==> src/rtl/makehint_pack_pkg.sv <==
// Shared ML-DSA constants and FSM state encoding for the hint packer.
package makehint_pack_pkg;

  localparam int MLDSA_K         = 8;
  localparam int MLDSA_OMEGA     = 75;
  localparam int COEFFS_PER_WORD = 4;
  localparam int WORDS_PER_POLY  = 64;

  typedef enum logic [2:0] {
    ST_IDLE,
    ST_SCAN,
    ST_COUNT,
    ST_FILL,
    ST_DONE
  } mhp_state_e;

endpackage

==> src/rtl/makehint_pack.sv <==
// HintBitPack: scans the z-bit buffer one coefficient per cycle and writes
// hint indices, per-poly cumulative counts and zero fill into the hint buffer.
module makehint_pack
  import makehint_pack_pkg::*;
#(
  parameter int K           = MLDSA_K,
  parameter int OMEGA       = MLDSA_OMEGA,
  parameter int MEM_ADDR_W  = 9,
  parameter int MEM_DATA_W  = 4,
  parameter int HINT_ADDR_W = 7
) (
  input  logic                   clk,
  input  logic                   reset_n,
  input  logic                   zeroize,
  input  logic                   start,
  output logic                   mem_rden,
  output logic [MEM_ADDR_W-1:0]  mem_addr,
  input  logic [MEM_DATA_W-1:0]  mem_rdata,
  output logic                   hint_wren,
  output logic [HINT_ADDR_W-1:0] hint_addr,
  output logic [7:0]             hint_wdata,
  output logic                   busy,
  output logic                   done,
  output logic                   invalid
);

  localparam int POLY_W = $clog2(K);
  localparam int WORD_W = $clog2(WORDS_PER_POLY);
  localparam int BIT_W  = $clog2(COEFFS_PER_WORD);

  localparam logic [HINT_ADDR_W-1:0] OMEGA_C     = HINT_ADDR_W'(OMEGA);
  localparam logic [HINT_ADDR_W-1:0] OMEGA_M1_C  = HINT_ADDR_W'(OMEGA - 1);
  localparam logic [POLY_W-1:0]      LAST_POLY_C = POLY_W'(K - 1);
  localparam logic [WORD_W-1:0]      LAST_WORD_C = WORD_W'(WORDS_PER_POLY - 1);
  localparam logic [BIT_W-1:0]       LAST_BIT_C  = BIT_W'(COEFFS_PER_WORD - 1);

  mhp_state_e             state_q, state_d;
  logic [HINT_ADDR_W-1:0] idx_q, idx_d;
  logic [POLY_W-1:0]      poly_q, poly_d;
  logic [WORD_W-1:0]      word_q, word_d;
  logic [BIT_W-1:0]       bit_q, bit_d;
  logic                   invalid_q, invalid_d;

  logic [WORD_W-1:0]      word_inc;
  logic [POLY_W-1:0]      poly_inc;
  logic                   hint_bit;

  assign word_inc = word_q + WORD_W'(1);
  assign poly_inc = poly_q + POLY_W'(1);
  assign hint_bit = mem_rdata[bit_q];

  always_comb begin
    state_d    = state_q;
    idx_d      = idx_q;
    poly_d     = poly_q;
    word_d     = word_q;
    bit_d      = bit_q;
    invalid_d  = invalid_q;
    mem_rden   = 1'b0;
    mem_addr   = '0;
    hint_wren  = 1'b0;
    hint_addr  = '0;
    hint_wdata = '0;

    unique case (state_q)
      ST_IDLE: begin
        if (start) begin
          mem_rden  = 1'b1;
          idx_d     = '0;
          poly_d    = '0;
          word_d    = '0;
          bit_d     = '0;
          invalid_d = 1'b0;
          state_d   = ST_SCAN;
        end
      end

      ST_SCAN: begin
        if (hint_bit && (idx_q == OMEGA_C)) begin
          // One hint too many: abandon the scan, signature must be rejected
          invalid_d = 1'b1;
          state_d   = ST_DONE;
        end else begin
          if (hint_bit) begin
            hint_wren  = 1'b1;
            hint_addr  = idx_q;
            hint_wdata = 8'({word_q, bit_q});
            idx_d      = idx_q + HINT_ADDR_W'(1);
          end
          bit_d = bit_q + BIT_W'(1);
          if (bit_q == LAST_BIT_C) begin
            if (word_q != LAST_WORD_C) begin
              mem_rden = 1'b1;
              mem_addr = MEM_ADDR_W'({poly_q, word_inc});
              word_d   = word_inc;
            end else begin
              state_d = ST_COUNT;
            end
          end
        end
      end

      ST_COUNT: begin
        hint_wren  = 1'b1;
        hint_addr  = OMEGA_C + HINT_ADDR_W'(poly_q);
        hint_wdata = 8'(idx_q);
        if (poly_q != LAST_POLY_C) begin
          mem_rden = 1'b1;
          mem_addr = MEM_ADDR_W'({poly_inc, {WORD_W{1'b0}}});
          poly_d   = poly_inc;
          word_d   = '0;
          bit_d    = '0;
          state_d  = ST_SCAN;
        end else if (idx_q == OMEGA_C) begin
          state_d = ST_DONE;
        end else begin
          state_d = ST_FILL;
        end
      end

      ST_FILL: begin
        hint_wren  = 1'b1;
        hint_addr  = idx_q;
        hint_wdata = '0;
        idx_d      = idx_q + HINT_ADDR_W'(1);
        if (idx_q == OMEGA_M1_C) state_d = ST_DONE;
      end

      ST_DONE: begin
        state_d = ST_IDLE;
      end

      default: begin
        state_d = ST_IDLE;
      end
    endcase

    // Zeroize suppresses every strobe in the cycle it is seen
    if (zeroize) begin
      mem_rden   = 1'b0;
      mem_addr   = '0;
      hint_wren  = 1'b0;
      hint_addr  = '0;
      hint_wdata = '0;
    end
  end

  always_ff @(posedge clk or negedge reset_n) begin
    if (!reset_n) begin
      state_q   <= ST_IDLE;
      idx_q     <= '0;
      poly_q    <= '0;
      word_q    <= '0;
      bit_q     <= '0;
      invalid_q <= 1'b0;
    end else if (zeroize) begin
      state_q   <= ST_IDLE;
      idx_q     <= '0;
      poly_q    <= '0;
      word_q    <= '0;
      bit_q     <= '0;
      invalid_q <= 1'b0;
    end else begin
      state_q   <= state_d;
      idx_q     <= idx_d;
      poly_q    <= poly_d;
      word_q    <= word_d;
      bit_q     <= bit_d;
      invalid_q <= invalid_d;
    end
  end

  assign busy    = (state_q == ST_SCAN) || (state_q == ST_COUNT) || (state_q == ST_FILL);
  assign done    = (state_q == ST_DONE);
  assign invalid = invalid_q;

endmodule

==> config.mk <==
export PLATFORM = sky130hd
export DESIGN_NAME = makehint_pack
export DESIGN_NICKNAME = d
export VERILOG_FILES = /design/src/rtl/makehint_pack_pkg.sv /design/src/rtl/makehint_pack.sv
export SDC_FILE = /design/constraint.sdc
export NUM_CORES = 1
export LEC_CHECK = 0
export CAP_MARGIN = 20
export CORE_ASPECT_RATIO = 0.75
export CORE_MARGIN = 3
export CORE_UTILIZATION = 48
export DETAILED_ROUTE_END_ITERATION = 12
export PLACE_DENSITY = 0.77
export SETUP_SLACK_MARGIN = 0.15
export SYNTH_ARGS = -nofsm -noshare
export SYNTH_HDL_FRONTEND = slang
export SYNTH_SLANG_ARGS = --single-unit
==> constraint.sdc <==
create_clock -name clk -period 2.4 [get_ports clk]
set_clock_uncertainty 0.2 [all_clocks]
set_input_delay 0.48 -clock clk [delete_from_list [all_inputs] [get_ports clk]]
set_output_delay 0.48 -clock clk [all_outputs]
set_load 0.01 [all_outputs]
[Word-level counts from Yosys, hierarchy flattened]
Cells that the tools add are included.
Storage, ports and cells
  register bits: 22
  bits of input ports: 8
  output and inout port bits: 29
  word-level logic and storage cells: 107
Cells by class
  add/sub/neg operators: 5
  order comparisons: 1
  equality and inequality tests: 19
  multiplexer cells: 61
  reduce and logical (&&, ||, !) cells: 15
Operators with widths (number)
  7-bit 2-to-1 mux: 7
  9-bit 2-to-1 mux: 5
  7-bit case mux with 3 select lines: 2
  6-bit 2-to-1 mux: 6
  3-bit 2-to-1 mux: 11
  3-bit inequality test (second input constant): 9
  8-bit 2-to-1 mux: 3
  6-bit case mux with 3 select lines: 1
  9-bit case mux with 2 select lines: 1
  8-bit case mux with 2 select lines: 1
  7-bit == test (second input constant): 2
  1-bit 2-to-1 mux: 13
  3-bit case mux with 4 select lines: 1
  4-bit AND reduction: 3
  2-bit 2-to-1 mux: 4
  4-bit inequality test (second input constant): 2
  4-bit nonzero test: 2
  7-bit by 1-bit adder with 7-bit output (second input constant): 1
  7-bit by 3-bit adder with 7-bit output (first input constant): 1
  6-bit by 1-bit adder with 6-bit output (second input constant): 1
  3-bit by 2-bit == test with 1-bit output (second input constant): 2
  6-bit inequality test (second input constant): 1
  2-bit case mux with 3 select lines: 1
  3-bit case mux with 2 select lines: 1
  16 further kinds: 20

[Depth between registers and ports, before layout]
Gate-level depths: netlist of run 1.
  depth in word-level cells: 6
  mapped depth: 7
  gate-level depth less buffers: 6

[Least setup slack after synthesis of run 1]
No wires, ideal clock.
  kind: input -> output
  start: input zeroize
  end: output hint_addr[2]
  arrival: 1776 ps
  required time: 1720 ps
  setup slack: -56 ps
  stages on the path: 7
  buffers on the path: 3
  path through: buf_4 -> or2_1 -> buf_6 -> a311oi_1 -> and3_1 -> buf_6 -> a32o_1
On the way
  word-level cells in the longest chain between the ends: 1
RTL lines
  from (decl): RTL line makehint_pack.sv:14  | input logic zeroize,
  7-bit 2-to-1 mux: RTL line makehint_pack.sv:139  | if (zeroize) begin
  to (decl): RTL line makehint_pack.sv:20  | output logic [HINT_ADDR_W-1:0] hint_addr,
Every way passes these cells.

[Worst setup path in the final report of run 1]
  start: register bit_q[0]
  end: output hint_wdata[0]
On the way
  word-level cells in the longest chain between the ends: 6
  elaborated cells between the ends (all ways): 7
  classes of those cells: mux (6); reduce/logical (1)
RTL lines
  from (decl): RTL line makehint_pack.sv:41  | logic [BIT_W-1:0] bit_q, bit_d;
  from (signal assigned): RTL line makehint_pack.sv:168  | bit_q <= bit_d;
  1-bit binary-select mux with 2-bit select: RTL line makehint_pack.sv:50  | assign hint_bit = mem_rdata[bit_q];
  1-bit 2-to-1 mux (implied by the code): RTL line makehint_pack.sv:50
  8-bit 2-to-1 mux or 1-bit logical AND (tied branches): RTL line makehint_pack.sv:84, makehint_pack.sv:79
  8-bit 2-to-1 mux *: RTL line makehint_pack.sv:79  | if (hint_bit && (idx_q == OMEGA_C)) begin
  8-bit case mux with 2 select lines *: RTL line makehint_pack.sv:65  | unique case (state_q)
  8-bit 2-to-1 mux *: RTL line makehint_pack.sv:139
  to (decl): RTL line makehint_pack.sv:21  | output logic [7:0] hint_wdata,
Mark *: on every way between the ends. The rest lies on a longest branch, timed or not. The select of a mux whose other input is x is not followed.

==> results of run 1 <==
[layout make-up]
class / count / share of cell area (%)
clock buffer: 4 / 1.56
sequential: 22 / 15.6
tap: 52 / 1.84
timing repair buffer: 149 / 35.9
multi-input combinational: 188 / 43.9
inverter: 11 / 1.17
[stage by stage]
step	total power (µW)	setup slack, ns	util (%)
after global routing	1920	-0.442	92.5
after CTS	1660	-0.315	87.3
after detailed placement	1210	-0.832	75.8
final	1890	-0.387	92.5
after floorplan	848	0.0263	-
after global placement	1190	-0.824	75.8
[where the power goes]
part / total (µW) / leakage (µW) / switching, µW / internal, µW
Combinational: 1180 / 0.00135 / 656 / 523
Sequential: 427 / 0.000301 / 28.5 / 398
Clock: 283 / 0.0000288 / 137 / 147
Total: 1890 / 0.00168 / 821 / 1070
[worst register-to-register path: cells and delay by family (launching register included)]
kind,cells,cell delay [ns]
fa+ha+maj,1,0.18
flops,1,0.42
buf+inv,11,1.26
compound gates,1,0.10
simple gates,3,0.47
[flip-flops by register name, summed over array words and instances, names as in the netlist]
| signal | flops |
|---|---|
| idx_q | 7 |
| word_q | 6 |
| poly_q | 3 |
| state_q | 3 |
| bit_q | 2 |
| invalid | 1 |
[synth_stat cells, drive strengths merged (2+ instances only)]
cell type	count
a2111oi	2
a211o	4
a21oi	14
a221o	2
a22o	2
a22oi	7
a31oi	2
a32o	2
a32oi	3
and3	10
buf	10
clkbuf	6
dfrtp	22
ha	8
inv	10
mux2	3
mux2i	2
nand2	22
nand3	9
nand4	6
nor2	29
nor2b	5
nor3	3
nor3b	2
nor4	2
nor4b	2
o211a	2
o211ai	7
o21ai	9
o2bb2ai	3
o31ai	2
or2	3
xnor2	3
[per-layer routing]
layer | up-vias | global-route usage [%] | share of wire (%)
met4 | 0 | 23.4 | 11
li1 | 1158 | - | -
met3 | 152 | 8.07 | 14
met1 | 1375 | 50.4 | 33
met2 | 409 | 63.3 | 41
met5 | - | 0 | 0
[how the worst max path moves through the flow]
stage | slack (ns) | startpoint | to
after CTS | -0.31 | bit_q[0] | mem_addr[4]
final | -0.39 | bit_q[0] | hint_wdata[0]
after global placement | -0.82 | zeroize | mem_addr[0]
after detailed placement | -0.83 | zeroize | mem_addr[0]
after floorplan | 0.03 | zeroize | mem_addr[0]
after global routing | -0.44 | idx_q[5] | hint_wdata[0]
[timing repair]
item / CTS / global route
buffers inserted: 39 / 6
setup endpoints to repair: 32 / 36
pin swaps: 21 / 15
gates resized for setup: 166 / 38
[cell families (layout without fill, tap and decap cells)]
kind of cell,Yosys count,count (layout),share of synthesized area [%]
flops,22,22,27.7
xor+xnor,4,4,1.76
fa+ha+maj,8,8,5.04
mux,6,6,3.84
compound gates,70,70,27.8
buf+inv,27,164,7.49
simple gates,100,100,26.3
==> run_results.csv, run 1 <==
group,metric,value,unit
floorplan,die_w,80.3,µm
logic_synthesis,netlist_area,1990,µm²
sta,slew_headroom,27.3,%
place,gp_congestion,0.977,
floorplan,ios,37,
cells_and_area,drive_above_1_share,55.6,%
logic_synthesis,synthFlopType,"dfrtp_1",
drt,drtAntennaViolNets,0,
worst_setup_path,rr_endpoint,"idx_q[4]",
worst_setup_path,ff2ff_path_depth,16,
place,dp_cells,377,
logic_synthesis,postSynthCellCount,237,
drt,viasPerCell,7.26,
sta,postLayoutSetupSlackWorst,-0.387,ns
logic_synthesis,synth_edf_count,0,
sta,worstMarginPinSlew,1.08,ns
floorplan,num_rows,19,
global_route,grt_overflow,0,
worst_setup_path,slowest_delay,0.64,ns
clock_tree,cts_tree,"yes",
sta,timing.final.hold_violations,0,
clock_tree,hold_buffers,0,
logic_synthesis,synth_warnings,0,
cells_and_area,fillers,129,
worst_setup_path,path_delay_family,"multiplexers",
logic_synthesis,syn-num-nets,253,
logic_synthesis,seq_area_frac_synth,27.7,%
logic_synthesis,synth_top_area_share,27.7,%
worst_setup_path,endpoint_kind,"output pin",
cells_and_area,mostFrequentLayoutCell,"buf_4",
cells_and_area,finalNonFillerCells,426,
worst_setup_path,worstReg2RegStart,"idx_q[1]",
floorplan,die_area,4960,µm²
status,status,"finished with violations",
sta,min_period,2.79,ns
sta,setup-violations-final,28,
worst_setup_path,crit_required,1.72,ns
worst_setup_path,cp.depth,6,
cells_and_area,seqCellArea,553,µm²
power,cellLeakagePower,0.00168,µW
place,place_area,2900,µm²
clock_tree,cts_buffers,3,
place,port-buffer-count,36,
drt,post_drt_wl_per_cell,27.2,µm
drt,dr.pass1.iters,6,
global_route,grt_pass1_vias,2668,
worst_setup_path,cp_cell_sequence,"mux4_2 > o211a_4 > buf_4 > a22oi_2 > nor2_2 > buf_2",
global_route,antenna_found_initial,0,
power,powerDensity,534,nW/µm²
floorplan,chipHeight,61.7,µm
global_route,grt.total_usage,39.5,%
drt,via_count,3094,
global_route,grt_pass1_wl,14400,µm
cells_and_area,final_cell_area,3540,µm²
cells_and_area,finish.net_count,391,
worst_setup_path,cp_slowest_cell,"mux4_2",
clock_tree,path_clk_slew,0.09,ns
clock_tree,cts_sinks,22,
drt,drt_first_iter_violations,567,
logic_synthesis,yosysTopAreaCell,"dfrtp_1",
worst_setup_path,ff2ff_setup_slack,-0.35,ns
sta,whs,0.367,ns
sta,slew_violations,0,
job,drv_cap,0,
drt,drcViolationCount,0,
place,dp.final_hpwl,5410,µm
logic_synthesis,syn_area_per_cell,8.38,µm²
logic_synthesis,yosys-top-cells-area,"dfrtp_1, nor2_1, ha_1",
clock_tree,ctsLongestPathBuffers,2,
cells_and_area,multi_input_area,1560,µm²
sta,period_share,116,%
sta,max_freq,359,MHz
worst_setup_path,crit_fanout,6,
worst_setup_path,critPathKind,"reg2out",
clock_tree,clk_latency,0.27,ns
worst_setup_path,critPathLaunchType,"flip-flop",
cells_and_area,final_cell_mix,"buf_4, buf_6, nand2_1, dfrtp_1, nor2_1",
logic_synthesis,yosysUniqueCellTypes,63,
floorplan,start_util,51.9,%
drt,routed_wl,11600,µm
status,violations,"setup timing",
cells_and_area,syn_to_final_growth,78.1,%
worst_hold_path,hold_path_class,"in2async",
worst_setup_path,cp_num_buf_inv,2,
sta,rsz0062_at_grt,"true",
global_route,grt_max_degree,23,
clock_tree,cts_root_buf,"clkbuf_8",
logic_synthesis,ys_seq_elements,22,
clock_tree,htreeDepth,1,
worst_setup_path,cp.arrival,2.11,ns
sta,setup_tns,-7.67,ns
logic_synthesis,async_flop_share,100,%
cells_and_area,antenna_cells,0,
power,ir_worst_vdd,0.561,mV
floorplan,core,3830,µm²
No activity file was read; power rests on OpenSTA's default activity.
==> inputs of run 2 (changes only) <==
--- a/config.mk
+++ b/config.mk
@@ -7,11 +7,13 @@
 export LEC_CHECK = 0
 export CAP_MARGIN = 20
 export CORE_ASPECT_RATIO = 0.75
-export CORE_MARGIN = 3
-export CORE_UTILIZATION = 48
+export CORE_MARGIN = 8
+export CORE_UTILIZATION = 49
+export CTS_BUF_LIST = sky130_fd_sc_hd__clkbuf_8
 export DETAILED_ROUTE_END_ITERATION = 12
-export PLACE_DENSITY = 0.77
+export PLACE_DENSITY = 0.79
 export SETUP_SLACK_MARGIN = 0.15
+export SLEW_MARGIN = 10
 export SYNTH_ARGS = -nofsm -noshare
 export SYNTH_HDL_FRONTEND = slang
 export SYNTH_SLANG_ARGS = --single-unit
==> run 2 against run 1 <==
  * The run still ends with setup timing left
  * First-iteration DRC count is 44% lower
  * Worst setup slack better by 0.10 ns
  * Die area is 29% higher
  * Combinational power is 14% lower
  * Flip-flop and latch count stayed put
  * Sequential power is 1% lower
  * Highest routed layer unchanged
  * Final cell count is 4.5% lower
  * Power is 11% lower
  * Routed wire length is 26% lower
  * Clock-buffer cell count is 1 lower
  * Global-route usage is 13 points lower
  * Fmax is 3.9% higher
==> run_results.csv, run 2 (same netlist as run 1, synthesis figures left out) <==
group,metric,value,unit
power,clockPowerShare,15.1,%
sta,slew_headroom,56.6,%
floorplan,die_w,89.5,µm
clock_tree,cts_buffers,3,
clock_tree,cts_root_buf,"clkbuf_8",
worst_setup_path,slowest_delay,0.62,ns
floorplan,ios,37,
cells_and_area,top_regs,"idx_q (7), word_q (6)",
power,ir_worst_vdd,0.356,mV
worst_setup_path,critPathLaunchType,"flip-flop",
cells_and_area,seqCellArea,553,µm²
clock_tree,ctsLongestPathBuffers,2,
worst_setup_path,cp.arrival,2.00,ns
cells_and_area,mostFrequentLayoutCell,"buf_4",
sta,max_freq,373,MHz
global_route,busiest_layer,"met2",
sta,rsz0062_at_grt,"true",
power,powerDensity,513,nW/µm²
floorplan,core,3980,µm²
power,cellLeakagePower,0.00153,µW
global_route,grt_use_met1,32.8,%
worst_setup_path,cp_cell_sequence,"mux4_2 > a31oi_4 > nand2_4 > buf_6 > nor2_4 > buf_6",
place,dp_cells,377,
clock_tree,path_clk_slew,0.09,ns
status,violations,"setup timing",
global_route,grt_max_degree,23,
global_route,grt_overflow,0,
cells_and_area,top_register,"idx_q",
worst_setup_path,crit_fanout,6,
floorplan,chipHeight,71.1,µm
cells_and_area,finish.net_count,369,
clock_tree,cts_sinks,22,
drt,drtAntennaViolNets,0,
sta,setup_tns,-4.50,ns
sta,setup-violations-final,25,
cells_and_area,syn_to_final_growth,65.4,%
power,power_switching,703,µW
worst_setup_path,endpoint_kind,"output pin",
sta,period_share,112,%
global_route,antenna_found_initial,0,
cells_and_area,final_cell_mix,"buf_4, buf_6, nor2_1, dfrtp_1, nand2_1",
cells_and_area,drive_above_1_share,53.7,%
clock_tree,cts_tree,"yes",
floorplan,start_util,49.9,%
drt,drt_first_iter_violations,317,
global_route,grt_pass1_wl,12800,µm
worst_setup_path,path_delay_family,"multiplexers",
cells_and_area,finalNonFillerCells,407,
global_route,grt_pass1_vias,2492,
worst_setup_path,crit_required,1.72,ns
drt,routed_wl,8540,µm
status,status,"finished with violations",
worst_hold_path,hold_path_class,"in2async",
worst_setup_path,cp_slowest_cell,"mux4_2",
power,power_switching_share,41.7,%
job,drv_cap,0,
power,seqPwrFrac,25.0,%
cells_and_area,largest_reg_flops,7,
clock_tree,htreeDepth,1,
power,p_int,983,µW
worst_setup_path,cp_num_buf_inv,2,
place,post-place-ws,-0.853,ns
worst_setup_path,critPathKind,"reg2out",
sta,min_period,2.68,ns
drt,drcViolationCount,0,
drt,via_count,2537,
power,p_comb_share,60.0,%
drt,post_drt_wl_per_cell,21.0,µm
cells_and_area,antenna_cells,0,
sta,timing.final.hold_violations,0,
sta,worstMarginPinSlew,0.645,ns
sta,postLayoutSetupSlackWorst,-0.284,ns
place,dp.final_hpwl,5400,µm
worst_setup_path,cp_common_cell,"buf_6",
drt,viasPerCell,6.23,
sta,slew_violations,0,
worst_setup_path,ff2ff_setup_slack,0.07,ns
drt,dr.pass1.iters,5,
sta,whs,0.355,ns
clock_tree,clk_latency,0.28,ns
global_route,grt.total_usage,26.0,%
cells_and_area,multi_input_area,1540,µm²
floorplan,die_area,6370,µm²
cells_and_area,fillers,220,
floorplan,num_rows,20,
place,gp_congestion,1.02,
global_route,use_met3,6.13,%
place,port-buffer-count,36,
global_route,grtUsageMet2,42.1,%
-- run 2: cell types whose count changed in the layout (fill, tap and decap cells not counted), sizes merged --
cell / change
buf: -22
clkbuf: +1
dlygate4sd2: -2
inv: +1
-- run 2: worst reg2reg max path, delay by kind of cell (launching register included) --
family / cells / cell delay [ns]
mux: 1 / 0.62
compound gates: 2 / 0.51
buf+inv: 4 / 0.43
flops: 1 / 0.38
simple gates: 1 / 0.09
-- run 2: layout make-up --
type                            count  area share (%)
Timing Repair Buffer              127            31.7
Multi-Input combinational cell    188            46.8
Tap cell                           55            2.09
Inverter                           11            1.26
Clock inverter                      1           0.114
Sequential cell                    22            16.8
Clock buffer                        3            1.26
-- run 2: metal layers --
| metal | wire, µm | vias to the layer above |
|---|---|---|
| met4 | 273 | 0 |
| li1 | - | 1116 |
| met2 | 3990 | 179 |
| met3 | 860 | 31 |
| met5 | 0 | - |
| met1 | 3420 | 1211 |
-- run 2: worst paths after layout --
path	cells after the start	from	end
max	6	bit_q[0]	mem_addr[3]
min	2	reset_n	bit_q[1]
max reg2reg	8	bit_q[0]	word_q[2]
min reg2reg	2	invalid	invalid
max in group asynchronous	2	reset_n	bit_q[0]
min in group clk	2	invalid	invalid
-- run 2: through the flow --
step                area, µm²  utilization [%]  total power [µW]
finish                   3290             82.6              1690
global route             3290             82.6              1760
CTS                      3210             80.6              1580
detailed placement       2880             72.5              1190
global placement         2880             72.5              1180
floorplan                2090                -               848
-- run 2: timing repair --
item                                    4_1_cts  5_1_grt
setup buffers                                21        5
hold buffers                                  0        0
cloned                                        0        0
resized for setup                           175       14
endpoints found under the setup margin       30       32
pin swaps                                    28       12
-- run 2: power by group through the flow --
| stage | sequential, µW | clock (µW) | combinational [µW] |
|---|---|---|---|
| floorplan | 437 | 0 | 412 |
| CTS | 421 | 252 | 908 |
| global placement | 423 | 0 | 760 |
| global route | 425 | 279 | 1060 |
| detailed placement | 424 | 0 | 768 |
| finish | 421 | 254 | 1010 |
